<file path="config.mk">
export PLATFORM = sky130hd
export DESIGN_NAME = mini68k_exc_ctrl
export DESIGN_NICKNAME = d
export VERILOG_FILES = /design/src/rtl/mini68k_exc_ctrl.sv
export SDC_FILE = /design/constraint.sdc
export NUM_CORES = 1
export LEC_CHECK = 0
export ABC_AREA = 1
export CAP_MARGIN = 20
export CORE_MARGIN = 5
export CORE_UTILIZATION = 46
export CTS_BUF_LIST = sky130_fd_sc_hd__clkbuf_2
export DETAILED_ROUTE_END_ITERATION = 16
export GPL_TIMING_DRIVEN = 0
export MAX_ROUTING_LAYER = met4
export PLACE_DENSITY = 0.82
export REMOVE_ABC_BUFFERS = 1
export SETUP_SLACK_MARGIN = 0.2
export SLEW_MARGIN = 20
export SYNTH_ARGS = -nofsm -noshare
export SYNTH_HDL_FRONTEND = slang
export SYNTH_SLANG_ARGS = --single-unit
</file>
<file path="constraint.sdc">
create_clock -name clk -period 1.7 [get_ports clk]
set_input_delay 0.17 -clock clk [delete_from_list [all_inputs] [get_ports clk]]
set_output_delay 0.17 -clock clk [all_outputs]
set_load 0.02 [all_outputs]
</file>
<file path="src/rtl/mini68k_exc_ctrl.sv">
// rtl/mini68k_exc_ctrl.sv - exception/interrupt sequencer: SR update, stack pushes, vector fetch, jump
// Outputs are decoded from the state register and latched context only.
module mini68k_exc_ctrl #(
    parameter int AUTOVEC_BASE = 24
) (
    input  logic        clk,
    input  logic        rst_n,
    input  logic [2:0]  irq_level,
    input  logic        trap_req,
    input  logic [7:0]  trap_vec,
    input  logic        insn_boundary,
    input  logic [31:0] pc,
    input  logic [15:0] sr_cur,
    output logic [15:0] sr_in,
    output logic        sr_we,
    output logic        push_valid,
    output logic [15:0] push_data,
    input  logic        push_ready,
    output logic        vec_req,
    output logic [7:0]  vec_num,
    input  logic        vec_ack,
    input  logic [31:0] vec_data,
    output logic [31:0] new_pc,
    output logic        new_pc_valid,
    output logic        exc_busy,
    output logic [2:0]  iack_level
);

    typedef enum logic [2:0] {
        IDLE, SR_UPD, PUSH_PCL, PUSH_PCH, PUSH_SR, VEC_FETCH, JUMP
    } state_t;

    state_t      state, state_nx;
    logic [31:0] pc_l, vec_data_l;
    logic [15:0] sr_l;
    logic        is_irq, nmi_pend;
    logic [2:0]  level_l, prev_level, irq_sel;
    logic [7:0]  vec_l, autovec;
    logic        nmi_edge, irq_above, irq_pend, take_trap, take_irq;

    // A level-7 edge stays pending until an interrupt is actually taken.
    assign nmi_edge  = (irq_level == 3'd7) && (prev_level != 3'd7);
    assign irq_above = irq_level > sr_cur[10:8];
    assign irq_pend  = irq_above || nmi_edge || nmi_pend;
    assign take_trap = (state == IDLE) && insn_boundary && trap_req;
    assign take_irq  = (state == IDLE) && insn_boundary && !trap_req && irq_pend;
    assign irq_sel   = irq_above ? irq_level : 3'd7;
    assign autovec   = 8'(AUTOVEC_BASE) + {5'b0, irq_sel};

    always_ff @(posedge clk or negedge rst_n) begin
        if (!rst_n) begin
            state      <= IDLE;
            pc_l       <= '0;
            sr_l       <= '0;
            is_irq     <= 1'b0;
            level_l    <= '0;
            vec_l      <= '0;
            vec_data_l <= '0;
            prev_level <= '0;
            nmi_pend   <= 1'b0;
        end else begin
            state      <= state_nx;
            prev_level <= irq_level;
            if (take_irq)
                nmi_pend <= 1'b0;
            else if (nmi_edge)
                nmi_pend <= 1'b1;
            if (take_trap || take_irq) begin
                pc_l    <= pc;
                sr_l    <= sr_cur;
                is_irq  <= take_irq;
                level_l <= take_irq ? irq_sel : 3'd0;
                vec_l   <= take_irq ? autovec : trap_vec;
            end
            if (state == VEC_FETCH && vec_ack)
                vec_data_l <= vec_data;
        end
    end

    always_comb begin
        state_nx = state;
        case (state)
            IDLE:      if (take_trap || take_irq) state_nx = SR_UPD;
            SR_UPD:    state_nx = PUSH_PCL;
            PUSH_PCL:  if (push_ready) state_nx = PUSH_PCH;
            PUSH_PCH:  if (push_ready) state_nx = PUSH_SR;
            PUSH_SR:   if (push_ready) state_nx = VEC_FETCH;
            VEC_FETCH: if (vec_ack) state_nx = JUMP;
            JUMP:      state_nx = IDLE;
            default:   state_nx = IDLE;
        endcase
    end

    always_comb begin
        sr_we        = 1'b0;
        sr_in        = '0;
        push_valid   = 1'b0;
        push_data    = '0;
        vec_req      = 1'b0;
        vec_num      = '0;
        new_pc_valid = 1'b0;
        new_pc       = '0;
        exc_busy     = (state != IDLE);
        iack_level   = (state != IDLE && is_irq) ? level_l : 3'd0;
        case (state)
            SR_UPD: begin
                sr_we = 1'b1;
                sr_in = {1'b0, sr_l[14], 1'b1, sr_l[12:11],
                         is_irq ? level_l : sr_l[10:8], sr_l[7:0]};
            end
            PUSH_PCL: begin
                push_valid = 1'b1;
                push_data  = pc_l[15:0];
            end
            PUSH_PCH: begin
                push_valid = 1'b1;
                push_data  = pc_l[31:16];
            end
            PUSH_SR: begin
                push_valid = 1'b1;
                push_data  = sr_l;
            end
            VEC_FETCH: begin
                vec_req = 1'b1;
                vec_num = vec_l;
            end
            JUMP: begin
                new_pc_valid = 1'b1;
                new_pc       = vec_data_l;
            end
            default: ;
        endcase
    end

endmodule

</file>
======== After elaboration in Yosys (flattened, before gate mapping) ========
Index checks and enable logic that the tools add are counted.
storage, ports and cells
  register bits after elaboration ......... 99
  input bits .............................. 97
  output and inout bits ................... 80
  logic and storage cells ................. 61
operators by class
  add/subtract/negate cells ............... 1
  order comparisons ....................... 1
  equality and inequality tests ........... 13
  multiplexer cells ....................... 21
  reductions and logical operators ........ 16
operators by type and width
  cell                                                    count
  case mux 16 bit (3 select lines)                        1
  2-to-1 mux 32 bit                                       1
  2-to-1 mux 3 bit                                        9
  case mux 3 bit (6 select lines)                         1
  2-to-1 mux 8 bit                                        2
  2-to-1 mux 15 bit                                       1
  equality test 3 bit (second input constant)             4
  inequality test 2 bit (second input constant)           4
  logical AND 1 bit                                       7
  adder 5 x 3 -> 6 bit (first input constant)             1
  equality test 3 x 2 -> 1 bit (second input constant)    2
  2-to-1 mux 1 bit                                        6
  AND reduction 5 bit                                     1
  equality test 3 x 1 -> 1 bit (second input constant)    1
  > comparator 3 bit                                      1
  zero test 3 bit                                         1
  logical OR 1 bit                                        3
  inequality test 3 bit (second input constant)           1
  nonzero test 3 bit                                      1
  OR reduction 3 bit                                      1
  inequality test 2 x 1 -> 1 bit (second input constant)  1
  nonzero test 2 bit                                      1
  zero test 1 bit                                         1

======== Longest topological paths before layout ========
  depth after elaboration ................. 8
  depth in mapped cells ................... 13
  depth with buffers taken out ............ 12

======== Worst setup path before layout ========
OpenSTA, ideal clock, no wires.
  path type ............................... register to output
  start ................................... register state[2]
  end ..................................... output new_pc[10]
  arrival ................................. 1.769 ns
  data required time ...................... 1.530 ns
  slack ................................... -0.239 ns
  cell stages (with the launch flop) ...... 7
  path buffers ............................ 2
  cell sequence ........................... dfrtp_1 -> buf_2 -> inv_2 -> nor3_1 -> inv_1 -> clkbuf_1 -> nor2_1
between the ends
  cells in the longest elaborated chain, start to end .. 2
ends and longest elaborated chain
  item                    line  RTL
  start, declared         33    state_t state, state_nx;
  start signal, assigned  62    state <= state_nx;
  equality test 3 bit     105   case (state)
  2-to-1 mux 32 bit       105
  end, declared           23    output logic [31:0] new_pc,
No other way between the ends.

======== Worst setup path in the final report ========
  start ................................... register state[2]
  end ..................................... output push_data[10]
between the ends
  cells in the longest elaborated chain, start to end .. 2
  elaborated cells on any way between the ends .. 4
  those cells by class .................... 3 x eq/ne; 1 x mux
ends and longest elaborated chain
  item                                                                        line  RTL
  equality test 3 bit / equality test 3 x 2 -> 1 bit (equally long branches)  105
  case mux 16 bit (3 select lines) (*)                                        105
  end, declared                                                               17    output logic [15:0] push_data,
Every way passes the cells marked *; elsewhere a longest branch is shown, timed or not.

==> metrics.md <==
| Metric | Value |
|---|---|
| Die area | approximately 12,000 um^2 |
| Core area | a little under 10,000 um^2 |
| Worst Setup Start Kind | flip-flop |
| Critical path class | reg2out |
| Power Density | approximately 1600 nW/um^2 |
| Slew HR | 6.87% |
| Area growth from synthesis to layout | 100% |
| Post-Route WL | 25,100 um |
| Synth Register Bits | 99 |
| Post-synthesis sequential area ratio | ~53% |
| CTS buffer count | 9 |
| Synth Cell Area | 4640 um^2 |
| Clock Path Buffers | 2 |
| CP Data Required Time | roughly 1.5 ns |
| Ys Warns | 0 |
| Fin Setup TNS | -82.79 ns |
| Port Buffers | 175 |
| Post-route setup slack | -0.695 ns |
| GR Overflow Total | 0 |
| Chip Width | between 100 and 150 um |
| Die Y | 110 um |
| Post-DP HPWL | about 9000 um |
| CP Max Fanout | 12 |
| H-tree depth | 3 |
| Period minus WS final | approximately 2.4 ns |
| Netlist cell types | 25 |
| Least-Margin Pin Slew | 1.39 ns |
| Initial DRC count | slightly above 600 |
| Vias per cell | 6.04 |
| Layout Nets | 927 |
| Status | complete, but fails checks |
| Post-Syn Instances | 576 |
| Hold WS | 0.0352 ns |
| Antenna diodes | 0 |
| Vias | 5,829 |
| Share of cells above drive strength 1 | 51.9% |
| Ports | about 180 |
| WP data arrival | 2.22 ns |
| Worst vdd ir | 0.000895 V |
| Dpl ws | -1.25 ns |
| Root Buffer | clkbuf_2 |
| RePlAce Congestion | 0.836 |
| Antenna Nets Post-Route | 0 |
| CP Capture Type | primary output |
| Final cell count without fillers | between 900 and 1k |
| Violated checks | negative setup slack |
| Worst-path clk slew | 0.29 ns |
| Average cell area after synthesis | 8.06 um^2 |
| Leakage | 4.17 nW |
| GRT Overall Usage | 28.0% |
| Final Setup Violations | 175 |
| Starting Density | 47.3% |
| Worst Skew | about 0.048 ns |
| Max Cap Violations | 0 |
| Routed length per placed instance | 26.0 um |
| Largest net degree at the start of global routing | 65 |
| Reg2reg path depth | 13 |
| Final-report hold violation count | 0 |
| Final slew viol count | 0 |
| RSZ-0062 raised after global routing | true |
| Power, Total | 14.8 mW |
| Initial antenna violation count | 0 |
| CTS sink cnt | around 100 |
| CTS tree | yes |
| Worst-skew pair later-pin latency | 0.61 ns |
| Vias in the first global route | roughly 5.1k |
| Tcrit/Tclk final | 141% |
| First-pass GRT wire length | 26,900 um |
| Drc violations | 0 |
| Hold Crit Class | in2async |
| Placed cells | 854 |
| Fmax | 418 MHz |
| Num rows | 36 |
| DRT Pass-1 Iters | 8 |
state kept, by name (all words and copies together) (netlist names):
register / cells
is_irq: 1
level_l: 3
nmi_pend: 1
pc_l: 32
prev_level: 3
sr_l: 16
state: 3
vec_data_l: 32
vec_l: 8
worst paths after layout:
| path | startpoint | endpoint | slack [ns] |
|---|---|---|---|
| hold / removal | rst_n | vec_data_l[7]$_DFFE_PN0P_ | 0.04 |
| max in group asynchronous | rst_n | vec_data_l[20]$_DFFE_PN0P_ | 1.01 |
| min in group clk | pc[16] | pc_l[16]$_DFFE_PN0P_ | 0.06 |
| hold reg to reg | pc_l[19]$_DFFE_PN0P_ | pc_l[19]$_DFFE_PN0P_ | 0.55 |
| setup reg to reg | state[1]$_DFFE_PN0P_ | sr_l[9]$_DFFE_PN0P_ | -0.52 |
| setup / recovery | state[2]$_DFFE_PN0P_ | push_data[10] | -0.69 |
power breakdown:
group | switching, mW | internal (mW)
clock network | 0.845 | 0.639
registers | 0.593 | 3.44
logic | 5.73 | 3.59
total | 7.17 | 7.67
metal layers:
layer / global-route usage (%) / share of wire [%]
met3: 5.63 / 9.7
met5: - / 0
met4: 9.69 / 6.0
met2: 45.7 / 49
met1: 34.9 / 36
synth_stat cells:
cell type  count  share of area [%]
buf_6          4               0.97
nand2_2        4               0.54
nor2_4         1               0.24
dfrtp_1       99                 53
o21ai_0        6               0.65
buf_4          7                1.1
o221ai_1      16                3.0
buf_2         12                1.3
nand3_1       29                3.1
nand2_4        2               0.49
inv_1         89                7.2
o22ai_1        1               0.13
nor2_2         1               0.13
nor2_1       100                8.1
or2_2          1               0.13
inv_2          3               0.24
ha_1           3               0.81
a21oi_1       39                4.2
conb_1         1              0.081
nand3_2        1               0.22
o21ai_1       38                4.1
o211ai_1       2               0.32
nand2_1      108                8.7
nor3_1         1               0.11
clkbuf_1       8               0.65
per-stage QoR:
stage                     utilization, %  cell area, um^2
after detailed placement            65.2             6400
after floorplan                        -             4450
after CTS                           76.9             7550
final                               94.6             9290
after global placement              64.9             6370
after global routing                94.6             9290
critical path: stages (launching register included):
cell and delay (ns):
dfrtp_2 0.49, inv_2 0.17, nand2_2 0.16, nor2_4 0.21, buf_8 0.18, nand2_1 0.12
o221ai_2 0.09, buf_4 0.18
cells in the final DEF, fill, tap and decap left out, types with 3 or more instances in the layout:
cell type / Yosys / layout
nand3_2: 1 / 12
clkdlybuf4s50_1: 0 / 95
buf_6: 4 / 79
clkbuf_2: 0 / 11
o221ai_2: 0 / 12
o21ai_1: 38 / 20
a21oi_2: 0 / 17
inv_1: 89 / 81
nand2_4: 2 / 13
o221ai_1: 16 / 3
nor2_2: 1 / 13
clkinvlp_4: 0 / 5
inv_2: 3 / 5
nor2_4: 1 / 81
a21oi_1: 39 / 17
nor2_1: 100 / 8
o21ai_2: 0 / 22
nand3_1: 29 / 17
buf_8: 0 / 4
nand2_1: 108 / 53
nand3_4: 0 / 3
bufinv_16: 0 / 3
dfrtp_2: 0 / 3
dfrtp_1: 99 / 96
nand2_8: 0 / 30
buf_12: 0 / 17
nand2_2: 4 / 45
ha_1: 3 / 3
buf_4: 7 / 42
a21oi_4: 0 / 5
layout make-up:
| cell class | count | area (um^2) |
|---|---|---|
| clock buffer | 11 | 55.1 |
| clock inverter | 5 | 101 |
| fill | 255 | 534 |
| inverter | 92 | 374 |
| multi-input combinational | 383 | 3450 |
| sequential | 99 | 2480 |
| tap | 133 | 166 |
| timing repair buffer | 241 | 2650 |
| timing repair inverter | 1 | 7.51 |
what timing repair did:
action,in CTS,in global routing
hold buffers,1,0
hold endpoints to repair,99,0
pin swaps,15,41
setup buffers,31,31
cloned,16,16
gates resized for setup,535,354
endpoints found under the setup margin,174,175
logic make-up after synthesis:
group                    synth area share, %
AO/OA/AOI/OAI                           12.4
other                                 0.0808
buffers and inverters                   11.5
adder cells (fa/ha/maj)                0.809
AND/OR/NAND/NOR                         21.8
flip-flops                              53.4
Power figures use the tool's default switching activity.
